[config.mk]
export PLATFORM = sky130hd
export DESIGN_NAME = decode_seq_unit_flat
export DESIGN_NICKNAME = d
export VERILOG_FILES = /design/src/rtl/decode_pkg.sv /design/src/rtl/decode_seq_unit_if.sv /design/src/rtl/beat_seq.sv /design/src/rtl/decode_seq_unit.sv /design/src/flat_wrapper.sv
export SDC_FILE = /design/constraint.sdc
export NUM_CORES = 1
export LEC_CHECK = 0
export CAP_MARGIN = 20
export CORE_MARGIN = 1
export CORE_UTILIZATION = 40
export DETAILED_ROUTE_END_ITERATION = 7
export GPL_ROUTABILITY_DRIVEN = 0
export PLACE_DENSITY = 0.77
export RECOVER_POWER = 100
export SYNTH_ARGS = -nofsm -noshare
export SYNTH_HDL_FRONTEND = slang
export SYNTH_SLANG_ARGS = --single-unit
export TNS_END_PERCENT = 100
[constraint.sdc]
create_clock -name clk -period 3.03 [get_ports clk]
set_input_delay 0.4545 -clock clk [delete_from_list [all_inputs] [get_ports clk]]
set_output_delay 0.4545 -clock clk [all_outputs]
set_load 0.01 [all_outputs]
[src/rtl/decode_pkg.sv]
// Shared definitions for the decode/sequencing front-end: opcodes, field
// positions, sequencer states and the multi-word beat count helper.
package decode_pkg;

  localparam logic [5:0] OPC_NOP = 6'h00;
  localparam logic [5:0] OPC_LDM = 6'h20;
  localparam logic [5:0] OPC_STM = 6'h28;

  localparam int OP_LSB  = 26;
  localparam int RD_LSB  = 22;
  localparam int RS_LSB  = 18;
  localparam int RT_LSB  = 14;
  localparam int IMM_LSB = 0;

  typedef enum logic {
    IDLE = 1'b0,
    SEQ  = 1'b1
  } seq_state_e;

  // Beats of an LDM/STM: rt+1, clamped to the configured maximum.
  function automatic int word_count(input int rt, input int max_words);
    int w;
    w = rt + 32'sd1;
    if (w > max_words) begin
      w = max_words;
    end else begin
      w = rt + 32'sd1;
    end
    return w;
  endfunction

endpackage

[src/rtl/decode_seq_unit_if.sv]
// Fetch/control/datapath-side signal bundle of decode_seq_unit.
interface decode_seq_unit_if #(
  parameter int DATA_W = 32,
  parameter int REG_AW = 4,
  parameter int OPC_W  = 6,
  parameter int BEAT_W = 2
);
  logic [DATA_W-1:0] inst_in;
  logic [DATA_W-1:0] pc_in;
  logic              stall;
  logic              flush;
  logic              imm_ext;
  logic              call;
  logic              reg_dst;
  logic [DATA_W-1:0] rs_val;

  logic [OPC_W-1:0]  op_code;
  logic [REG_AW-1:0] rs;
  logic [REG_AW-1:0] rt;
  logic [REG_AW-1:0] rb;
  logic [REG_AW-1:0] rd_buf;
  logic [DATA_W-1:0] imm_out;
  logic [DATA_W-1:0] target;
  logic              eqz;
  logic              ltz;
  logic [BEAT_W-1:0] beat_idx;
  logic              last_beat;
  logic              hold_fetch;
  logic              uop_valid;
  logic              illegal_op;

  modport master (
    output inst_in, pc_in, stall, flush, imm_ext, call, reg_dst, rs_val,
    input  op_code, rs, rt, rb, rd_buf, imm_out, target, eqz, ltz,
           beat_idx, last_beat, hold_fetch, uop_valid, illegal_op
  );

  modport slave (
    input  inst_in, pc_in, stall, flush, imm_ext, call, reg_dst, rs_val,
    output op_code, rs, rt, rb, rd_buf, imm_out, target, eqz, ltz,
           beat_idx, last_beat, hold_fetch, uop_valid, illegal_op
  );
endinterface

[src/rtl/beat_seq.sv]
// Multi-word sequencer: IDLE/SEQ FSM, beat counter, fetch hold and the
// instruction-register load enable.
module beat_seq
  import decode_pkg::*;
#(
  parameter int BEAT_W = 2
) (
  input  logic              clk,
  input  logic              clear,
  input  logic              stall,
  input  logic              flush,
  input  logic              multi,
  input  logic [BEAT_W-1:0] beat_last,
  output logic [BEAT_W-1:0] beat,
  output logic              last_beat,
  output logic              hold_fetch,
  output logic              ld_en
);

  seq_state_e        state_q, state_d;
  logic [BEAT_W-1:0] beat_q, beat_d;

  // Next state, beat and handshake outputs.
  always_comb begin
    state_d    = state_q;
    beat_d     = beat_q;
    last_beat  = 1'b1;
    hold_fetch = 1'b0;
    ld_en      = 1'b0;
    case (state_q)
      IDLE: begin
        if (multi) begin
          last_beat  = 1'b0;
          hold_fetch = 1'b1;
          if (flush) begin
            ld_en = 1'b1;
          end else if (!stall) begin
            state_d = SEQ;
            beat_d  = BEAT_W'(1);
          end else begin
            state_d = state_q;
          end
        end else begin
          ld_en = flush | ~stall;
        end
      end
      SEQ: begin
        last_beat  = (beat_q == beat_last);
        hold_fetch = ~last_beat;
        if (flush || (!stall && last_beat)) begin
          ld_en   = 1'b1;
          state_d = IDLE;
          beat_d  = {BEAT_W{1'b0}};
        end else if (!stall) begin
          beat_d = beat_q + BEAT_W'(1);
        end else begin
          beat_d = beat_q;
        end
      end
      default: begin
        state_d = IDLE;
        beat_d  = {BEAT_W{1'b0}};
      end
    endcase
  end

  // State and beat registers.
  always_ff @(posedge clk) begin
    if (clear) begin
      state_q <= IDLE;
      beat_q  <= {BEAT_W{1'b0}};
    end else begin
      state_q <= state_d;
      beat_q  <= beat_d;
    end
  end

  assign beat = beat_q;

endmodule

[src/rtl/decode_seq_unit.sv]
// Decode front-end with internal LDM/STM beat sequencing.
// Optional misaligned-rd fault: define DECODE_RD_ALIGN_CHECK_EN.
module decode_seq_unit
  import decode_pkg::*;
#(
  parameter int DATA_W    = 32,
  parameter int REG_AW    = 4,
  parameter int IMM_W     = 14,
  parameter int OPC_W     = 6,
  parameter int MAX_WORDS = 4,
  parameter int CALL_REG  = 14
) (
  input logic               clk,
  input logic               clear,
  decode_seq_unit_if.slave  bus
);

  localparam int BEAT_W = $clog2(MAX_WORDS);

  logic [DATA_W-1:0] inst_q, inst_d, pc_q, pc_d;
  logic              valid_q, valid_d;
  logic [OPC_W-1:0]  op;
  logic [REG_AW-1:0] rd, rs, rt, rd_nb;
  logic [IMM_W-1:0]  imm, imm_sum;
  logic [BEAT_W-1:0] beat, beat_last;
  logic              multi_raw, misalign, multi, ld_en, last_beat, hold_fetch;
  int                words;

  assign op  = inst_q[OP_LSB +: OPC_W];
  assign rd  = inst_q[RD_LSB +: REG_AW];
  assign rs  = inst_q[RS_LSB +: REG_AW];
  assign rt  = inst_q[RT_LSB +: REG_AW];
  assign imm = inst_q[IMM_LSB +: IMM_W];

  // Beat count of the held instruction and its legality.
  always_comb begin
    words = 1;
    if ((op == OPC_W'(OPC_LDM)) || (op == OPC_W'(OPC_STM))) begin
      words = word_count(int'(rt), MAX_WORDS);
    end else begin
      words = 1;
    end
    multi_raw = (words > 1);
    beat_last = BEAT_W'(words - 1);
`ifdef DECODE_RD_ALIGN_CHECK_EN
    misalign = multi_raw && ((int'(rd) + words - 1) > ((2 ** REG_AW) - 1));
`else
    misalign = 1'b0;
`endif
    multi = multi_raw & ~misalign;
  end

  beat_seq #(.BEAT_W(BEAT_W)) u_beat_seq (
    .clk        (clk),
    .clear      (clear),
    .stall      (bus.stall),
    .flush      (bus.flush),
    .multi      (multi),
    .beat_last  (beat_last),
    .beat       (beat),
    .last_beat  (last_beat),
    .hold_fetch (hold_fetch),
    .ld_en      (ld_en)
  );

  // Instruction/PC register load; flush substitutes a bubble.
  always_comb begin
    inst_d  = inst_q;
    pc_d    = pc_q;
    valid_d = valid_q;
    if (ld_en) begin
      pc_d = bus.pc_in;
      if (bus.flush) begin
        inst_d  = {DATA_W{1'b0}};
        valid_d = 1'b0;
      end else begin
        inst_d  = bus.inst_in;
        valid_d = 1'b1;
      end
    end else begin
      inst_d = inst_q;
    end
  end

  // Decode pipeline register.
  always_ff @(posedge clk) begin
    if (clear) begin
      inst_q  <= {DATA_W{1'b0}};
      pc_q    <= {DATA_W{1'b0}};
      valid_q <= 1'b0;
    end else begin
      inst_q  <= inst_d;
      pc_q    <= pc_d;
      valid_q <= valid_d;
    end
  end

  assign rd_nb   = rd + REG_AW'(beat);
  assign imm_sum = imm + IMM_W'(beat);

  assign bus.op_code    = op;
  assign bus.rs         = rs;
  assign bus.rt         = rt;
  assign bus.rb         = bus.reg_dst ? rd_nb : rt;
  assign bus.rd_buf     = bus.call ? REG_AW'(CALL_REG) : rd_nb;
  assign bus.imm_out    = bus.imm_ext ? {{(DATA_W-IMM_W){imm_sum[IMM_W-1]}}, imm_sum}
                                      : {{(DATA_W-IMM_W){1'b0}}, imm_sum};
  assign bus.target     = pc_q + {{(DATA_W-IMM_W){imm[IMM_W-1]}}, imm};
  assign bus.eqz        = (bus.rs_val == {DATA_W{1'b0}});
  assign bus.ltz        = bus.rs_val[DATA_W-1];
  assign bus.beat_idx   = beat;
  assign bus.last_beat  = last_beat;
  assign bus.hold_fetch = hold_fetch;
  assign bus.uop_valid  = valid_q & ~misalign;
  assign bus.illegal_op = misalign;

endmodule

[src/flat_wrapper.sv]
// flat-port wrapper written by rule: the top's interface ports become plain ports
module decode_seq_unit_flat import decode_pkg::*;
#(
  parameter int DATA_W    = 32,
  parameter int REG_AW    = 4,
  parameter int IMM_W     = 14,
  parameter int OPC_W     = 6,
  parameter int MAX_WORDS = 4,
  parameter int CALL_REG  = 14
)
  (clk, clear, bus_inst_in, bus_pc_in, bus_stall, bus_flush, bus_imm_ext, bus_call, bus_reg_dst, bus_rs_val, bus_op_code, bus_rs, bus_rt, bus_rb, bus_rd_buf, bus_imm_out, bus_target, bus_eqz, bus_ltz, bus_beat_idx, bus_last_beat, bus_hold_fetch, bus_uop_valid, bus_illegal_op);
  decode_seq_unit_if #(.DATA_W(DATA_W), .REG_AW(REG_AW), .OPC_W(OPC_W), .BEAT_W(($clog2(MAX_WORDS)))) bus_i ();
  input logic clk;
  input logic clear;
  input wire logic [$bits(bus_i.inst_in)-1:0] bus_inst_in;
  input wire logic [$bits(bus_i.pc_in)-1:0] bus_pc_in;
  input wire logic [$bits(bus_i.stall)-1:0] bus_stall;
  input wire logic [$bits(bus_i.flush)-1:0] bus_flush;
  input wire logic [$bits(bus_i.imm_ext)-1:0] bus_imm_ext;
  input wire logic [$bits(bus_i.call)-1:0] bus_call;
  input wire logic [$bits(bus_i.reg_dst)-1:0] bus_reg_dst;
  input wire logic [$bits(bus_i.rs_val)-1:0] bus_rs_val;
  output wire logic [$bits(bus_i.op_code)-1:0] bus_op_code;
  output wire logic [$bits(bus_i.rs)-1:0] bus_rs;
  output wire logic [$bits(bus_i.rt)-1:0] bus_rt;
  output wire logic [$bits(bus_i.rb)-1:0] bus_rb;
  output wire logic [$bits(bus_i.rd_buf)-1:0] bus_rd_buf;
  output wire logic [$bits(bus_i.imm_out)-1:0] bus_imm_out;
  output wire logic [$bits(bus_i.target)-1:0] bus_target;
  output wire logic [$bits(bus_i.eqz)-1:0] bus_eqz;
  output wire logic [$bits(bus_i.ltz)-1:0] bus_ltz;
  output wire logic [$bits(bus_i.beat_idx)-1:0] bus_beat_idx;
  output wire logic [$bits(bus_i.last_beat)-1:0] bus_last_beat;
  output wire logic [$bits(bus_i.hold_fetch)-1:0] bus_hold_fetch;
  output wire logic [$bits(bus_i.uop_valid)-1:0] bus_uop_valid;
  output wire logic [$bits(bus_i.illegal_op)-1:0] bus_illegal_op;
  assign bus_i.inst_in = bus_inst_in;
  assign bus_i.pc_in = bus_pc_in;
  assign bus_i.stall = bus_stall;
  assign bus_i.flush = bus_flush;
  assign bus_i.imm_ext = bus_imm_ext;
  assign bus_i.call = bus_call;
  assign bus_i.reg_dst = bus_reg_dst;
  assign bus_i.rs_val = bus_rs_val;
  assign bus_op_code = bus_i.op_code;
  assign bus_rs = bus_i.rs;
  assign bus_rt = bus_i.rt;
  assign bus_rb = bus_i.rb;
  assign bus_rd_buf = bus_i.rd_buf;
  assign bus_imm_out = bus_i.imm_out;
  assign bus_target = bus_i.target;
  assign bus_eqz = bus_i.eqz;
  assign bus_ltz = bus_i.ltz;
  assign bus_beat_idx = bus_i.beat_idx;
  assign bus_last_beat = bus_i.last_beat;
  assign bus_hold_fetch = bus_i.hold_fetch;
  assign bus_uop_valid = bus_i.uop_valid;
  assign bus_illegal_op = bus_i.illegal_op;
  decode_seq_unit #(.DATA_W(DATA_W), .REG_AW(REG_AW), .IMM_W(IMM_W), .OPC_W(OPC_W), .MAX_WORDS(MAX_WORDS), .CALL_REG(CALL_REG)) u_core (.clk(clk), .clear(clear), .bus(bus_i));
endmodule
---- Word level (Yosys, flattened, before mapping) ----
Cells that the tools add are included.
storage, ports and cells
  register bits after elaboration ......... 68
  input bits .............................. 103
  output and inout port bits .............. 94
  logic and storage cells ................. 56
cells by class
  add/subtract/negate cells ............... 6
  $lt $le $gt $ge ......................... 2
  eq/ne operators ......................... 7
  multiplexer cells ....................... 26
  bitwise gates (word level) .............. 4
  reduce and logical (&&, ||, !) cells .... 6
operator list
  cell                                                                               count
  32-bit 2-to-1 mux                                                                  4
  32-bit adder                                                                       1
  32-bit by 2-bit greater-than comparator with 1-bit output (second input constant)  1
  32-bit by 4-bit greater-than comparator with 1-bit output (second input constant)  1
  32-bit logical NOT                                                                 1
  14-bit by 2-bit adder with 14-bit output                                           1
  6-bit equality test (second input constant)                                        2
  1-bit 2-to-1 mux                                                                   10
  2-bit 2-to-1 mux                                                                   5
  4-bit 2-to-1 mux                                                                   2
  1-bit case mux with 2 select lines                                                 4
  4-bit by 1-bit adder with 5-bit output (second input constant)                     1
  4-bit by 2-bit adder with 4-bit output                                             1
  2-bit inequality test (second input constant)                                      2
  2-bit case mux with 2 select lines                                                 1
  4-bit AND reduction                                                                1
  3-bit by 2-bit inequality test with 1-bit output (second input constant)           1
  1-bit inverter                                                                     3
  2-bit by 1-bit adder with 2-bit output (second input constant)                     1
  2-bit equality test                                                                1
  1-bit logical OR                                                                   2
  2-bit by 1-bit inequality test with 1-bit output (second input constant)           1
  2-bit subtractor (second input constant)                                           1
  1-bit logical AND                                                                  1
  other kinds (2)                                                                    2

---- Longest topological paths before layout ----
  depth in word-level cells ............... 10
  mapped depth ............................ 14
  gate-level depth less buffers ........... 10

---- By module ----
From an unflattened synthesis, not the netlist that was laid out.
second synthesis, totals
  cell total of the unflattened synthesis .. 636
  area total of the unflattened synthesis .. 5049.8 um^2
by module, submodules not included
  module           times used  cells an instance  area each (um^2)  sequential area each (um^2)
  decode_seq_unit  1           605                4818.4            1301.2
  beat_seq         1           31                 231.5             60.1

---- Worst setup path after synthesis ----
OpenSTA, ideal clock, no wires.
  kind .................................... register to output
  start point ............................. reg u_core.inst_q[13]
  end point ............................... out bus_target[25]
  arrival time ............................ 2.764 ns
  required time ........................... 2.575 ns
  slack ................................... -0.189 ns
  cell stages (with the launch flop) ...... 9
  buffers on the path ..................... 0
  cells stage by stage .................... dfxtp_1 -> ha_1 -> a21oi_1 -> nand2_1 -> o21ai_0 -> nand2_1 -> a221oi_1 -> a21oi_1 -> a2111oi_0
on the way
  longest elaborated chain between the ends .. 1
RTL lines
  what                      RTL line                source
  start: declaration        decode_seq_unit.sv:20   logic [DATA_W-1:0] inst_q, inst_d, pc_q, pc_d;
  start signal: assignment  decode_seq_unit.sv:88   inst_q <= {DATA_W{1'b0}};
  start signal: assignment  decode_seq_unit.sv:92   inst_q <= inst_d;
  32-bit adder              decode_seq_unit.sv:108  assign bus.target = pc_q + {{(DATA_W-IMM_W){imm[IMM_W-1]}}, imm};
  end: declaration          flat_wrapper.sv:29      output wire logic [$bits(bus_i.target)-1:0] bus_target;
Every way passes these cells.

---- Worst setup path in the final report ----
  start point ............................. reg u_core.pc_q[0]
  end point ............................... out bus_target[30]
on the way
  longest elaborated chain between the ends .. 1
RTL lines
  what                      RTL line                source
  start: declaration        decode_seq_unit.sv:20
  start signal: assignment  decode_seq_unit.sv:89   pc_q <= {DATA_W{1'b0}};
  start signal: assignment  decode_seq_unit.sv:93   pc_q <= pc_d;
  32-bit adder              decode_seq_unit.sv:108
Every way passes these cells.

==> impl_metrics.csv <==
group,metric,value,unit
critical_path,cp_max_fo,4,
grt,use_met2,47.1,%
routing,routed_wirelength,18200,um
logic_synthesis,yosys_warnings,0,
layout,nNetsFinal,1042,
clock_network,cts.htree.levels,3,
critical_path,r2r_start,"u_core.inst_q[30]$_SDFFE_PP0P_",
logic_synthesis,synth_seq_cells,68,
sta,slew_headroom,52.7,%
logic_synthesis,synthArstFlopShare,0,%
hold_path,hold_path.class,"reg2reg",
clock_network,clock_latency,0.34,ns
sta,rsz0062_at_grt,"true",
sta,fin_ws,-0.360,ns
routing,routed-via-count,5665,
run_status,violations,"negative setup slack",
grt,grt_usage,25.4,%
critical_path,worst_path_max_delay_cell,"a2111oi_4",
layout,final_util,69.0,%
clock_network,cts_inserted_buffers,9,
pwr,power_density,344,nW/um^2
grt,grt_use_met3,5.95,%
critical_path,worstPathRequired,2.58,ns
logic_synthesis,synth_cells,634,
sta,final.min_clock_period,3.39,ns
hold_path,hold_start,"u_core.pc_q[24]$_SDFFE_PP0P_",
critical_path,max_stage_delay,0.38,ns
logic_synthesis,syn_area,5000,um^2
critical_path,startpoint_type,"flip-flop",
layout,final_cell_mix,"clkdlybuf4s50_1 (107), buf_4 (101), nand2_1 (83), dfxtp_1 (58)",
floorplan,fp.dieW,114,um
logic_synthesis,ys_types,52,
critical_path,critical_path_class,"reg2out",
critical_path,crit_arrival,2.94,ns
layout,fin_cells,1071,
floorplan,io_pins,197,
critical_path,r2r_setup_slack,0.01,ns
hold_path,whs_path_depth,2,
routing,via_per_inst,5.29,
logic_synthesis,syn_nets,778,
grt,grt_use_met1,26.1,%
grt,grt_overflow_total,0,
place,place.detailed.hpwl,12600,um
flow_run,max_cap_violations,0,
sta,fin_crit_sh,112,%
critical_path,worst_path_most_repeated_cell,"o2111ai_4",
pwr,vdd_ir_drop_max,0.320,mV
routing,dr.pass1.iters,5,
layout,drive_gt1_share,29.2,%
critical_path,worst-path-buf-inv,3,
sta,fmax,295,MHz
grt,grt_pass1_wl,25900,um
grt,grt-busiest-layer,"met2",
logic_synthesis,syn_area_per_cell,7.88,um^2
grt,grt_max_degree,36,
sta,fin_skew,0.00778,ns
run_status,status,"finished with violations",
floorplan,start_util,41.3,%
logic_synthesis,synth.yosys.seq_area_share,27.2,%
layout,final_common_cell,"clkdlybuf4s50_1",
place,numPortBuffers,195,
routing,drtIter0Drc,293,
critical_path,crit_family,"compound AO/OA/AOI/OAI gates",
floorplan,core,12100,um^2
clock_network,clock-root-buffer,"clkbuf_16",
layout,n_antenna_cell,0,
pwr,p_leak,3.89,nW
critical_path,end_kind,"output pin",
routing,drt-wirelength-per-cell,17.0,um
clock_network,clock_sinks,68,
layout,syn_to_final_growth,67.2,%
routing,antenna_left,0,
critical_path,r2r-end,"u_core.pc_q[16]$_SDFFE_PP0P_",
floorplan,die_h,114,um
grt,antenna_found_initial,0,
grt,grt_pass1_vias,5607,
sta,slew_viol_final,0,
place,placed_cells,1037,
clock_network,hold_buffers,0,
critical_path,crit_chain,"ha_4 > inv_2 > fa_2 > nor2b_4 > o2111ai_4 > a2111oi_4 > buf_4 > o21a_4 > o2111ai_4 > a21oi_2 > xor2_1 > buf_2",
floorplan,num_rows,40,
logic_synthesis,ys_dominant_reg_cell,"dfxtp_1",
clock_network,cts.reportedPaths.clkPinSlew,0.05,ns
hold_path,holdPathEnd,"u_core.pc_q[24]$_SDFFE_PP0P_",
sta,setup_viol,40,
routing,drc,0,
sta,hold_violations,0,
sta,tightest_slew,0.709,ns
clock_network,cts_tree,"done",
clock_network,cts_buffer_depth,2,
logic_synthesis,synth_edf_count,0,
floorplan,dieArea,12900,um^2
critical_path,r2r_cells,10,
==> cells in the mapped netlist, types with 4 or more instances <==
library cell	instances	area share [%]
xor2_1	16	2.8
a211oi_1	6	0.90
clkbuf_1	15	1.1
o21bai_1	7	1.1
nand2b_1	7	0.88
nor3_1	11	1.1
mux2i_1	33	6.6
nor3b_1	4	0.60
xnor2_1	25	4.4
a31oi_1	6	0.75
nor2b_1	8	1.0
nand4_1	4	0.50
a21o_1	12	1.8
ha_1	38	9.5
buf_4	38	5.7
nor2_1	57	4.3
o21ai_0	19	1.9
nor4_1	9	1.1
o21a_1	4	0.60
dfxtp_1	68	27
a21oi_1	69	6.9
and3_1	9	1.1
nand3_1	11	1.1
and2_1	6	0.75
inv_1	22	1.7
nand2_1	86	6.5
==> worst reg2reg max path, stage by stage (launching register included) <==
cell      delay (ns)
dfxtp_1         0.32
nand2b_1        0.17
or4b_1          0.57
ha_1            0.34
xnor2_1         0.14
and2_0          0.22
a32oi_2         0.47
nor2b_2         0.29
buf_12          0.21
nand2_1         0.09
a21oi_1         0.14
==> layout make-up <==
| cell class | count | area [um^2] |
|---|---|---|
| clock buffers | 10 | 229 |
| clock inverters | 6 | 88.8 |
| fillers | 899 | 3750 |
| inverters | 22 | 82.6 |
| multi-input cells | 486 | 3700 |
| flip-flops and latches | 68 | 1380 |
| well taps | 168 | 210 |
| repair buffers | 311 | 2670 |
==> routing by layer <==
metal	vias up	part of all wire (%)
met3	62	6.5
met1	2649	37
met4	0	4.2
met5	-	0
met2	244	53
li1	2710	-
==> report_power, final <==
part           switching [mW]  internal [mW]
Sequential             0.0369          0.939
Combinational           0.364          0.417
Clock                   0.396          0.720
Total                   0.797           2.08
==> state kept, by name (all words and copies together) (netlist names) <==
register / count
u_core.u_beat_seq.state_q: 1
u_core.u_beat_seq.beat: 2
u_core.inst_q: 32
u_core.bus.uop_valid: 1
u_core.pc_q: 32
==> what timing repair did <==
action	4_1_cts	5_1_grt
setup endpoints to repair	53	47
endpoints found under the hold margin	0	0
pin swaps	23	39
setup buffers	7	11
resized for setup	188	94
==> kinds of logic after synthesis <==
family | synth area share [%]
AO/OA/AOI/OAI | 18.1
AND/OR/NAND/NOR | 20.3
flip-flops | 27.2
adder cells (fa/ha/maj) | 10.7
XOR/XNOR | 7.19
multiplexers | 7.06
other | 0.0750
buffers and inverters | 9.34
==> how the worst max path moves through the flow <==
stage / cells after the start / slack (ns) / to / start
floorplan: 10 / 0.06 / bus_target[28] / u_core.inst_q[0]$_SDFFE_PP0P_
global placement: 12 / -0.64 / bus_target[30] / u_core.pc_q[0]$_SDFFE_PP0P_
detailed placement: 12 / -0.76 / bus_target[30] / u_core.pc_q[0]$_SDFFE_PP0P_
CTS: 12 / -0.34 / bus_target[30] / u_core.pc_q[0]$_SDFFE_PP0P_
global route: 12 / -0.49 / bus_target[30] / u_core.pc_q[0]$_SDFFE_PP0P_
finish: 12 / -0.36 / bus_target[30] / u_core.pc_q[0]$_SDFFE_PP0P_
==> stage by stage <==
step	hold slack, ns	setup TNS, ns	setup slack, ns	power (mW)	area (um^2)
global placement	0.438	-8.00	-0.639	1.72	7560
detailed placement	0.451	-9.92	-0.760	1.74	7560
floorplan	0.436	0	0.0565	1.33	5000
CTS	0.458	-2.69	-0.343	2.84	8110
finish	0.460	-4.64	-0.360	2.87	8360
global route	0.475	-17.22	-0.490	2.99	8360
(Power assumes the default switching activity.)
